## src/rtl/pc_fetch_stage.sv

```systemverilog
// Fetch stage: PC register, next-PC selection, fetch-address check and IF/ID register.
module pc_fetch_stage #(
    parameter logic [31:0] RESET_PC   = 32'h0000_3000,
    parameter logic [31:0] HANDLER_PC = 32'h0000_4180,
    parameter logic [31:0] IM_LO      = 32'h0000_3000,
    parameter logic [31:0] IM_HI      = 32'h0000_4FFC
) (
    input  logic        clk,
    input  logic        reset,
    input  logic        stall,
    input  logic        int_exc,
    input  logic [2:0]  pc_sel,
    input  logic        jump_D,
    input  logic [31:0] br_pc,
    input  logic [31:0] j_pc,
    input  logic [31:0] jr_pc,
    input  logic [31:0] epc,
    input  logic [31:0] instr_i,
    output logic [31:0] pc_F,
    output logic [31:0] instr_D,
    output logic [31:0] pc_D,
    output logic [31:0] pc8_D,
    output logic [4:0]  exccode_D,
    output logic        bd_D,
    output logic        valid_D
);

    localparam int unsigned W = 32;
    localparam logic [2:0]  SEL_BR   = 3'd1;
    localparam logic [2:0]  SEL_J    = 3'd2;
    localparam logic [2:0]  SEL_JR   = 3'd3;
    localparam logic [2:0]  SEL_ERET = 3'd4;
    localparam logic [4:0]  EXC_NONE = 5'd0;
    localparam logic [4:0]  EXC_ADEL = 5'd4;

    logic [W-1:0] pc_plus4;
    logic [W-1:0] pc_plus8;
    logic [W-1:0] next_pc;
    logic         fetch_fault;

    // Sequential/target PC selection and fetch-address legality.
    always_comb begin
        pc_plus4 = pc_F + W'(4);
        pc_plus8 = pc_F + W'(8);
        next_pc  = pc_plus4;
        case (pc_sel)
            SEL_BR:  next_pc = br_pc;
            SEL_J:   next_pc = j_pc;
            SEL_JR:  next_pc = jr_pc;
            default: next_pc = pc_plus4;
        endcase
        fetch_fault = (pc_F[1:0] != 2'b00) || (pc_F < IM_LO) || (pc_F > IM_HI);
    end

    // PC and IF/ID update: reset, exception, stall, eret flush, normal advance.
    always_ff @(posedge clk) begin
        if (reset) begin
            pc_F      <= RESET_PC;
            instr_D   <= '0;
            pc_D      <= '0;
            pc8_D     <= W'(8);
            exccode_D <= EXC_NONE;
            bd_D      <= 1'b0;
            valid_D   <= 1'b0;
        end else if (int_exc) begin
            pc_F      <= HANDLER_PC;
            instr_D   <= '0;
            pc_D      <= '0;
            pc8_D     <= W'(8);
            exccode_D <= EXC_NONE;
            bd_D      <= 1'b0;
            valid_D   <= 1'b0;
        end else if (stall) begin
            // Hold everything; a pending redirect is re-presented once the stall drops.
        end else if (pc_sel == SEL_ERET) begin
            // eret has no delay slot, so the word fetched behind it is discarded.
            pc_F      <= epc;
            instr_D   <= '0;
            pc_D      <= '0;
            pc8_D     <= W'(8);
            exccode_D <= EXC_NONE;
            bd_D      <= 1'b0;
            valid_D   <= 1'b0;
        end else begin
            // A faulting fetch still enters D as a nop so CP0 can record its PC.
            pc_F      <= next_pc;
            instr_D   <= fetch_fault ? '0 : instr_i;
            pc_D      <= pc_F;
            pc8_D     <= pc_plus8;
            exccode_D <= fetch_fault ? EXC_ADEL : EXC_NONE;
            bd_D      <= jump_D;
            valid_D   <= 1'b1;
        end
    end

endmodule

```

## config.mk

```make
export PLATFORM = sky130hd
export DESIGN_NAME = pc_fetch_stage
export DESIGN_NICKNAME = d
export VERILOG_FILES = /design/src/rtl/pc_fetch_stage.sv
export SDC_FILE = /design/constraint.sdc
export NUM_CORES = 1
export LEC_CHECK = 0
export ABC_AREA = 1
export BUFFER_PORTS_ARGS = -buffer_cell sky130_fd_sc_hd__buf_4
export CORE_MARGIN = 2
export CORE_UTILIZATION = 38
export CTS_CLUSTER_SIZE = 8
export DETAILED_ROUTE_END_ITERATION = 7
export PLACE_DENSITY_LB_ADDON = 0.2
export REMOVE_ABC_BUFFERS = 1
export SYNTH_ARGS = -nofsm -noshare
export SYNTH_HDL_FRONTEND = slang
export SYNTH_SLANG_ARGS = --single-unit
```

## constraint.sdc

```tcl
create_clock -name clk -period 2.3 [get_ports clk]
set_clock_uncertainty 0.15 [all_clocks]
set_input_delay 0.46 -clock clk [delete_from_list [all_inputs] [get_ports clk]]
set_output_delay 0.46 -clock clk [all_outputs]
set_load 0.01 [all_outputs]
```

# --- Word-level counts from Yosys, hierarchy flattened ---
# Cells that the tools add are included.
op_classes:
  reduce_logical: 4
  n_eq_ne: 5
  addsub: 2
  n_lt_le_gt_ge: 2
  n_mux: 12
op_table:
  columns: ["cell", "n"]
  rows:
  - ["$mux W32", 5]
  - ["$pmux W32 S3", 1]
  - ["$add A32 B3 Y32 const B", 1]
  - ["$add A32 B4 Y32 const B", 1]
  - ["$gt A32 B15 Y1 const B", 1]
  - ["$lt A32 B14 Y1 const B", 1]
  - ["$mux W15", 2]
  - ["$eq A3 B2 Y1 const B", 2]
  - ["$mux W3", 2]
  - ["$eq A3 B1 Y1 const B", 1]
  - ["$eq A3 B3 Y1 const B", 1]
  - ["$logic_or A1 B1 Y1", 2]
  - ["$mux W1", 2]
  - ["$ne A2 B1 Y1 const B", 1]
  - ["$reduce_bool A2 Y1", 1]
  - ["$reduce_or A2 Y1", 1]
totals:
  register_bits: 135
  in_bits: 168
  word_cells: 33

# --- Logic depth before layout (Yosys ltp) ---
# Gate-level depths: netlist (run 1).
depth:
  word_depth: 5
  mapped_depth: 12
  ltp_nobuf: 12

# --- Worst setup path after synthesis (run 1) ---
# Ideal clock, no wire load.
synth_path:
  path_type: "register to register"
  start: "register pc_F[4]"
  end: "register pc_F[23]"
  t_arrival_ps: 1641
  path_stages_with_launch: 11
  period_less_slack_ps: 1917
  slack_ps: 383
  cell_sequence: "dfxtp_1 > ha_1 > nand2_1 > nor2_1 > nand2_1 > nor2_4 > nand2_1 > a21oi_1 > o21ai_0 > nand2_1 > a21oi_2"
synth_between:
  elab_chain_len: 3
synth_rtl:
  columns: ["element", "line", "rtl"]
  rows:
  - ["from (decl)", "19", "output logic [31:0] pc_F,"]
  - ["from (signal assigned)", "77", "pc_F <= epc;"]
  - ["from (signal assigned)", "86", "pc_F <= next_pc;"]
  - ["$add A32 B3 Y32", "43", "pc_plus4 = pc_F + W'(4);"]
  - ["$pmux W32 S3", "46", "case (pc_sel)"]
  - ["$mux W32", "75", "end else if (pc_sel == SEL_ERET) begin"]
# No other way between the ends.
# A chain may end at the register's enable or synchronous reset.

# --- Worst setup path after layout (run 1) ---
layout_path:
  start: "register pc_F[3]"
  end: "register pc_F[28]"
# Same word-level chain as after synthesis.

==> results of run 1 <==
## worst max-delay path by stage
stage	end	slack (ps)	cells after the start
3_5_place_dp	pc_F[30]$_SDFFE_PP0N_	20	9
2_1_floorplan	pc_F[18]$_SDFFE_PP0N_	-700	5
4_1_cts	instr_D[3]$_SDFFE_PP0N_	70	8
6_report	pc_F[28]$_SDFFE_PP0N_	110	11
3_3_place_gp	pc_F[30]$_SDFFE_PP0N_	20	9
5_1_grt	pc_F[30]$_SDFFE_PP0N_	4	11
## worst register-to-register path, stage by stage, from the launching register on
cell,delay (ps)
sky130_fd_sc_hd__dfxtp_1,430
sky130_fd_sc_hd__ha_1,210
sky130_fd_sc_hd__inv_1,70
sky130_fd_sc_hd__nor2_1,220
sky130_fd_sc_hd__nand2_2,170
sky130_fd_sc_hd__nor2_4,220
sky130_fd_sc_hd__buf_4,190
sky130_fd_sc_hd__nand2_1,60
sky130_fd_sc_hd__a21oi_1,120
sky130_fd_sc_hd__nand2_1,100
sky130_fd_sc_hd__nand2_1,70
sky130_fd_sc_hd__a21oi_1,50
## cell type report
class | count | area [um^2]
fill | 1943 | 8380
multi-input combinational | 814 | 3970
timing repair buffer | 340 | 2630
sequential | 128 | 2560
clock buffer | 17 | 425
inverter | 80 | 304
tap | 234 | 293
clock inverter | 15 | 143
## cell usage after synthesis, drive strengths merged
| library cell | number |
|---|---|
| o21ai | 74 |
| xor2 | 6 |
| nor2 | 86 |
| o22ai | 2 |
| a21oi | 125 |
| conb | 1 |
| clkbuf | 31 |
| nand4 | 43 |
| inv | 79 |
| a41oi | 3 |
| nand2 | 350 |
| a211oi | 5 |
| nor3 | 6 |
| nand3b | 2 |
| nor3b | 1 |
| ha | 2 |
| nand3 | 58 |
| a22oi | 5 |
| dfxtp | 128 |
| o31ai | 3 |
| o211ai | 11 |
| nor4 | 4 |
| clkinv | 1 |
| o2111ai | 1 |
| o21bai | 1 |
| o21a | 1 |
| xnor2 | 3 |
| a31oi | 9 |
| buf | 43 |
| or2 | 8 |
## per-stage QoR
| step | TNS, ps | power [mW] |
|---|---|---|
| 4_1_cts | 0 | 5.98 |
| 5_1_grt | 0 | 6.18 |
| 2_1_floorplan | -42470 | 2.77 |
| 3_3_place_gp | 0 | 3.36 |
| 3_5_place_dp | 0 | 3.36 |
| 6_report | 0 | 5.96 |
## sequential cells by signal, indices dropped and copies added, names as in the netlist, named ones only
name	flops
pc_D	32
bd_D	1
pc8_D	29
pc_F	30
exccode_D	1
valid_D	1
instr_D	32
## power by group
| group | total (mW) | leakage [nW] | switching [mW] | internal (mW) |
|---|---|---|---|---|
| logic | 0.997 | 3.24 | 0.553 | 0.444 |
| clock network | 2.64 | 0.276 | 1.20 | 1.43 |
| registers | 2.33 | 1.04 | 0.0621 | 2.27 |
| total | 5.96 | 4.55 | 1.82 | 4.15 |
## routing by layer
| metal | GRT usage (%) | vias up | share of wire [%] |
|---|---|---|---|
| li1 | - | 4193 | - |
| met1 | 34.8 | 3845 | 43 |
| met2 | 45.2 | 353 | 48 |
| met3 | 5.23 | 33 | 7.4 |
| met4 | 6.37 | 0 | 1.4 |
| met5 | 0 | - | 0 |
## kinds of logic (layout without fill, tap and decap cells)
kind of cell / Yosys count / in the layout / share of synthesized area [%]
AND/OR/NAND/NOR: 558 / 558 / 34.5
buffers and inverters: 154 / 452 / 10.1
other: 1 / 4 / 0.0519
AO/OA/AOI/OAI: 240 / 241 / 18.4
adder cells (fa/ha/maj): 2 / 2 / 0.346
XOR/XNOR: 9 / 9 / 1.09
flip-flops: 128 / 128 / 35.5
## repair_timing
item                                    in CTS  in global routing
endpoints found under the setup margin       0                 37
buffers inserted                             0                  1
resized for setup                            0                  3
==> out/results.ini, run 1 <==
[logic_synthesis]
post-synth-top-area-fraction_pct=35.5
synth.cell_area_um2=7220
syn-instance-count=1092
synth_area_leader_cell=sky130_fd_sc_hd__dfxtp_1
ys_seq_elements=128
post_synth_main_area_contributors=sky130_fd_sc_hd__dfxtp_1 35%, sky130_fd_sc_hd__nand2_1 18%, sky130_fd_sc_hd__a21oi_1 8.6%
synth_cell_types=47
postSynthAreaPerCell_um2=6.61
yosys_warnings=0
seq_area_frac_synth_pct=35.5

[clock_network]
clock_sink_count=128
cts_tree=yes
cts.root.buffer_cell=sky130_fd_sc_hd__clkbuf_16
cts_h_tree_depth=4
clock_latency_ps=430
clk_path_buf_depth=2
cts_hold_buf=0
tritoncts.num_buffers=17
clk_pin_slew_ps=70

[finish]
num-nets-final=1551
stdcell_count=1628
n_antenna_cell=0
utilization_pct=55.2
final_area_um2=10300
area_delta_synth_final_pct=42.9
layout_commonest_cell=sky130_fd_sc_hd__nand2_1
final_layout_size_suffix_gt1_share_pct=30.5
mostFrequentLayoutCells=338 x sky130_fd_sc_hd__nand2_1, 334 x sky130_fd_sc_hd__buf_4, 127 x sky130_fd_sc_hd__dfxtp_1, 124 x sky130_fd_sc_hd__a21oi_1, 72 x sky130_fd_sc_hd__inv_1

[worst_setup_path]
crit_chain=ha_1, inv_1, nor2_1, nand2_2, nor2_4, buf_4, nand2_1, a21oi_1, nand2_1, nand2_1, a21oi_1
crit_path_top_delay_cell=sky130_fd_sc_hd__dfxtp_1
max_stage_delay_ps=430
crit-reg2reg-launch=pc_F[3]$_SDFFE_PP0N_
reg2reg_setup_slack_ps=110
crit_top_cell=sky130_fd_sc_hd__nand2_1
critical_path.reg2reg.endpoint=pc_F[28]$_SDFFE_PP0N_
worst_ep_required_time_ps=2450
critical_path.n_buffers_inverters=2
timing.reg2reg.worst_path_depth=11
cp_top_family=simple AND/OR/NAND/NOR gates
critPathLaunchType=flop
critPathKind=reg -> reg
setup.worst_path.start=pc_F[3]$_SDFFE_PP0N_
cp-end-kind=flop
worst_path_arrival_time_ps=2340
critical_path_peak_fanout=7

[worst_hold_path]
holdCritPathClass=in -> reg
min_from=reset
hold_depth=2
worstHoldEndpoint=pc_F[14]$_SDFFE_PP0P_

[timing]
tcrit_tclk_final_pct=95.1
hold-worst-slack_ps=88.1
maxClockFrequency_ghz=0.457
timing_hold_violations_final=0
final-setup-viol-count=0
max-slew-margin-rel_pct=63.2
rsz0062_at_grt=false
total_count_of_max_transition_violations_in_the_final_report=0
layout_setup_ws_ps=114
finalCriticalPeriod_ps=2190
max_slew.worst_pin.slew_ps=552

[pwr]
vdd_drop_max_mv=0.419
leak_pwr_nw=4.55
power_per_cell_area_nw_per_um2=578

[grt]
antenna_found_initial=0
grt_pass1_vias=7548
grt_first_pass_wirelength_mm=41.6
grt_start_max_net_pins=108
global_route.overflow_total=0
grtUsageTotal_pct=26.6

[route]
vias=8424
finalWirelength_mm=27.9
vias_per_cell=5.17
routed_wire_length_per_instance_um=17.2
dr.first_iter.drc_count=513
postRouteAntennaNets=0
drcViolationCount=0
drtPass1Iterations=6

[placed_design]
finalWeightedCongestion=0.908
dpl_cell_area_um2=9720
numPortBuffers=298
place_ws_ps=19.4
dpl.cell_count=1594
hpwl_mm=20.6

[floorplan]
die_w_um=142
number_of_placement_rows=50
initial_utilization_pct=38.6
die_extent_in_y_um=142
io_pins=303
core_um2=18700
die-area_um2=20100

[status]
outcome=complete, no violations

[flow_run]
max_cap_violation_count=0

(Power assumes the default switching activity.)
==> run 2: changes to the inputs <==
- PLACE_DENSITY_LB_ADDON: 0.2 -> 0.25
- RECOVER_POWER: default -> 50
==> run 2 against run 1 <==
Effect of this change: worst hold slack better by 12 ps; critical endpoint is now instr_D[14]$_SDFFE_PP0N_; largest power group unchanged; highest routed layer unchanged; routed wire length grew 1.2%; non-clock buffer count down 6; critical path depth fell by 3.
==> out/results.ini, run 2 (same netlist as run 1, synthesis figures left out) <==
[clock_network]
clock_latency_ps=420
clk_pin_slew_ps=60
cts.root.buffer_cell=sky130_fd_sc_hd__clkbuf_16
cts_hold_buf=0
clock_sink_count=128
clk_path_buf_depth=2
cells_resized_by_post_cts_repair=0
cts_tree=yes
tritoncts.num_buffers=17
cts_h_tree_depth=4
cts.repair_timing.setup_buffer_count=0

[pwr]
switching_power_mw=1.71
power.share.sequential_pct=40.3
combinational_cell_fraction_of_total_power_pct=16.9
design_power_total_mw=5.79
clkPwrFrac_pct=42.8
power_per_cell_area_nw_per_um2=587
power_switching_share_pct=29.5
leak_pwr_nw=4.07
internal_power_mw=4.08
vdd_drop_max_mv=0.433

[floorplan]
io_pins=303
core_um2=18700
die_w_um=142
number_of_placement_rows=50
initial_utilization_pct=38.6
die-area_um2=20100
die_extent_in_y_um=142

[timing]
total_count_of_max_transition_violations_in_the_final_report=0
finalCriticalPeriod_ps=2140
rsz0062_at_grt=false
timing_hold_violations_final=0
tcrit_tclk_final_pct=93.1
final-setup-viol-count=0
max_slew.worst_pin.slew_ps=753
maxClockFrequency_ghz=0.467
timing.setup.tns_ps=0
max-slew-margin-rel_pct=49.8

[grt]
global_route.overflow_total=0
grtUsageTotal_pct=26.5
grt_first_pass_wirelength_mm=41.8
grt_start_max_net_pins=108
grt_pass1_vias=7643
antenna_found_initial=0

[worst_setup_path]
worst_path_arrival_time_ps=2290
crit_path_top_delay_cell=sky130_fd_sc_hd__dfxtp_1
cp_top_family=simple AND/OR/NAND/NOR gates
critical_path.n_buffers_inverters=1
worst_ep_required_time_ps=2450
cp-end-kind=flop
critPathLaunchType=flop
crit_chain=ha_1, inv_1, nor2_1, nand2_2, nor2_4, a31oi_4, nand4_1, a21oi_1
critPathKind=reg -> reg
max_stage_delay_ps=430
critical_path_peak_fanout=17

[finish]
largest_registers=instr_D (32), pc_D (32), pc_F (30)
num-nets-final=1545
final_area_um2=9860
utilization_pct=52.7
mostFrequentLayoutCells=339 x sky130_fd_sc_hd__nand2_1, 226 x sky130_fd_sc_hd__buf_4, 127 x sky130_fd_sc_hd__dfxtp_1, 124 x sky130_fd_sc_hd__a21oi_1, 102 x sky130_fd_sc_hd__clkbuf_1
final_layout_size_suffix_gt1_share_pct=22.8
area_delta_synth_final_pct=36.5
layout_commonest_cell=sky130_fd_sc_hd__nand2_1
filler_cell_count=1978
stdcell_count=1622
n_antenna_cell=0

[status]
outcome=complete, no violations

[route]
routed_wire_length_per_instance_um=17.4
finalWirelength_mm=28.3
postRouteAntennaNets=0
vias=8545
drcViolationCount=0
dr.first_iter.drc_count=586
drtPass1Iterations=7
vias_per_cell=5.27

[flow_run]
max_cap_violation_count=0

[placed_design]
dpl_cell_area_um2=9680
dpl.cell_count=1589
numPortBuffers=298
finalWeightedCongestion=0.976
hpwl_mm=20.8

[worst_hold_path]
holdCritPathClass=in -> reg

==> run 2: through the flow <==
| step | hold slack (ps) | setup WS (ps) |
|---|---|---|
| 3_5_place_dp | 299 | -18.7 |
| 4_1_cts | 90.0 | 23.9 |
| 5_1_grt | 95.3 | 3.84 |
| 2_1_floorplan | 323 | -697 |
| 3_3_place_gp | 291 | -9.82 |
| 6_report | 99.7 | 159 |
==> run 2: layer usage <==
| metal | up-vias | track usage, % | routed length (um) |
|---|---|---|---|
| met1 | 3913 | 35.3 | 12400 |
| met2 | 397 | 43.6 | 13100 |
| met5 | - | 0 | 0 |
| met3 | 45 | 4.59 | 2080 |
| li1 | 4190 | - | - |
| met4 | 0 | 8.74 | 715 |
==> run 2: area by class of cell <==
class | count | area (um^2) | share of cell area (%)
multi-input combinational | 814 | 3960 | 40.2
inverter | 80 | 304 | 3.08
clock inverter | 14 | 108 | 1.09
tap | 234 | 293 | 2.97
timing repair buffer | 334 | 2200 | 22.3
sequential | 128 | 2560 | 26.0
clock buffer | 18 | 429 | 4.35
==> run 2: worst reg2reg max path, delay by kind of cell, from the launching register on <==
| family | cells | cell delay (ps) |
|---|---|---|
| fa+ha+maj | 1 | 210 |
| compound gates | 2 | 370 |
| simple gates | 4 | 800 |
| flops | 1 | 430 |
| buf+inv | 1 | 60 |
==> run 2: worst paths after layout <==
kind                               from                  endpoint  slack [ps]  cells after the start
hold reg to reg   pc8_D[3]$_SDFFE_PP1N_     pc8_D[3]$_SDFFE_PP1N_         310                      2
hold / removal                    reset     pc_F[14]$_SDFFE_PP0P_         100                      2
setup reg to reg   pc_F[3]$_SDFFE_PP0N_  instr_D[14]$_SDFFE_PP0N_         160                      8
setup / recovery   pc_F[3]$_SDFFE_PP0N_  instr_D[14]$_SDFFE_PP0N_         160                      8
==> run 2: power groups by stage <==
stage | Combinational [mW] | Sequential (mW) | Clock (mW)
2_1_floorplan | 0.374 | 2.39 | 0
3_3_place_gp | 0.975 | 2.38 | 0
3_5_place_dp | 0.980 | 2.38 | 0
4_1_cts | 0.983 | 2.33 | 2.52
5_1_grt | 1.06 | 2.34 | 2.63
6_report | 0.979 | 2.33 | 2.47
==> run 3: changes to the inputs <==
- BUFFER_PORTS_ARGS: -buffer_cell sky130_fd_sc_hd__buf_4 -> -buffer_cell sky130_fd_sc_hd__clkbuf_2
- clock period: 2.3 -> 2.7 ns (I/O delays scaled with it)
==> run 3 against run 2 <==
Effect of this change: combinational power down 29%; sequential share of layout area up 1.9 points; critical endpoint is now pc8_D[27]$_SDFFE_PP0N_; sequential power down 14%; critical path depth up 2; largest power group unchanged.
==> out/results.ini, run 3 (same netlist as run 1, synthesis figures left out) <==
[finish]
mostFrequentLayoutCells=339 x sky130_fd_sc_hd__nand2_1, 197 x sky130_fd_sc_hd__clkbuf_2, 128 x sky130_fd_sc_hd__dfxtp_1, 124 x sky130_fd_sc_hd__a21oi_1, 103 x sky130_fd_sc_hd__clkbuf_1
final_area_um2=9180
filler_cell_count=1990
final_layout_size_suffix_gt1_share_pct=21.1
area_of_the_multi_input_gates_um2=3930
layout_commonest_cell=sky130_fd_sc_hd__nand2_1
largest_registers=instr_D (32), pc_D (32), pc_F (30)
stdcell_count=1599
area_delta_synth_final_pct=27.1
utilization_pct=49.1
flip_flop_and_latch_area_um2=2560
num-nets-final=1523
n_antenna_cell=0

[worst_setup_path]
timing.reg2reg.worst_path_depth=10
critical_path_peak_fanout=15
worst_path_arrival_time_ps=2540
worst_ep_required_time_ps=2860
crit_end=pc8_D[27]$_SDFFE_PP0N_
max_stage_delay_ps=390
crit_top_cell=sky130_fd_sc_hd__nand2_1
crit_chain=clkbuf_2, inv_2, nand3_4, nand2_1, clkinvlp_2, clkbuf_1, nand4_1, nand2_1, o21ai_0, inv_1
reg2reg_setup_slack_ps=410
crit_path_top_delay_cell=sky130_fd_sc_hd__nand2_1
crit-reg2reg-launch=pc_F[4]$_SDFFE_PP0N_
cp-end-kind=flop
critical_path.reg2reg.endpoint=pc_F[23]$_SDFFE_PP0N_
critPathKind=in -> reg
critPathLaunchType=primary input
setup.worst_path.start=pc_sel[1]

[grt]
grt_first_pass_wirelength_mm=41.3
global_route.overflow_total=0
grt_start_max_net_pins=108
grtUsageTotal_pct=26.2
grt_pass1_vias=7661
antenna_found_initial=0

[placed_design]
dpl_cell_area_um2=8750
numPortBuffers=298
hpwl_mm=20.0
dpl.cell_count=1568
place_ws_ps=269
finalWeightedCongestion=0.919

[timing]
timing.setup.tns_ps=0
finalCriticalPeriod_ps=2380
final-setup-viol-count=0
maxClockFrequency_ghz=0.421
tcrit_tclk_final_pct=88.0
layout_setup_ws_ps=324
max_slew.worst_pin.slew_ps=1180
timing_hold_violations_final=0
total_count_of_max_transition_violations_in_the_final_report=0
rsz0062_at_grt=false
max-slew-margin-rel_pct=21.1

[floorplan]
io_pins=303
die_extent_in_y_um=142
number_of_placement_rows=50
die-area_um2=20100
die_w_um=142
initial_utilization_pct=38.6
core_um2=18700

[status]
outcome=complete, no violations

[clock_network]
cts.repair_timing.setup_buffer_count=0
clock_latency_ps=420
tritoncts.num_buffers=17
cts_tree=yes
cts_h_tree_depth=4
clock_sink_count=128
cells_resized_by_post_cts_repair=0
cts.root.buffer_cell=sky130_fd_sc_hd__clkbuf_16
cts_hold_buf=0
clk_pin_slew_ps=60
clk_path_buf_depth=2

[pwr]
internal_power_mw=3.63
power.share.sequential_pct=39.8
clkPwrFrac_pct=46.4
combinational_cell_fraction_of_total_power_pct=13.7
switching_power_mw=1.39
power_per_cell_area_nw_per_um2=547
leak_pwr_nw=3.82
vdd_drop_max_mv=0.310
power_switching_share_pct=27.7

[worst_hold_path]
holdCritPathClass=in -> reg

[route]
drtPass1Iterations=5
top_layer=met4
drcViolationCount=0
finalWirelength_mm=27.0
dr.first_iter.drc_count=643
met2_wirelength_mm=12.8
vias=8270
detail_route.wirelength.met1_mm=11.7
postRouteAntennaNets=0
detailroute.wirelength.met3_mm=1.86
routed_wire_length_per_instance_um=16.9
vias_per_cell=5.17

[flow_run]
max_cap_violation_count=0

run 3: changes by cell type in the layout (fill, tap and decap cells not counted), sizes merged:
cell / before / now
inv: 83 / 81
clkinvlp: 3 / 6
clkinv: 8 / 3
bufinv: 0 / 3
a31oi: 10 / 9
clkbuf: 120 / 317
buf: 232 / 14
run 3: per-stage QoR:
stage / hold slack, ps / power [mW]
after global routing: 204 / 5.21
final: 207 / 5.02
after detailed placement: 291 / 2.74
after CTS: 188 / 5.07
after floorplan: 323 / 2.36
after global placement: 293 / 2.73
run 3: power by group through the flow:
stage	Sequential, mW	Clock (mW)	Combinational (mW)
floorplan	2.04	0	0.318
global placement	2.04	0	0.694
detailed placement	2.04	0	0.697
CTS	2.00	2.37	0.701
global route	2.00	2.45	0.760
finish	2.00	2.33	0.691
run 3: worst min-delay path by stage:
stage                          start                     to  slack [ps]  cells past startpoint
2_1_floorplan  pc8_D[3]$_SDFFE_PP1N_  pc8_D[3]$_SDFFE_PP1N_         320                      2
3_3_place_gp   pc8_D[3]$_SDFFE_PP1N_  pc8_D[3]$_SDFFE_PP1N_         290                      2
3_5_place_dp   pc8_D[3]$_SDFFE_PP1N_  pc8_D[3]$_SDFFE_PP1N_         290                      2
4_1_cts                       jump_D      bd_D$_SDFFE_PP0N_         190                      3
5_1_grt                        reset   pc_F[8]$_SDFFE_PP0P_         200                      2
6_report                      jump_D      bd_D$_SDFFE_PP0N_         210                      3
run 3: critical path: cells and delay by family:
kind / cells / cell delay, ps
and+or+nand+nor: 4 / 840
AOI/OAI and AO/OA: 1 / 160
buffers and inverters: 5 / 980
run 3: final cells by class:
cell class | instances | area share, %
inverter | 80 | 3.31
multi-input combinational | 813 | 42.8
clock inverter | 13 | 1.78
clock buffer | 18 | 4.67
timing repair buffer | 313 | 16.3
sequential | 128 | 27.9
tap | 234 | 3.19
run 3: layer usage:
metal  track usage (%)  up-vias
met3              5.03       44
li1                  -     4138
met1              33.2     3710
met4              8.63        0
met2              44.9      378
met5                 0        -
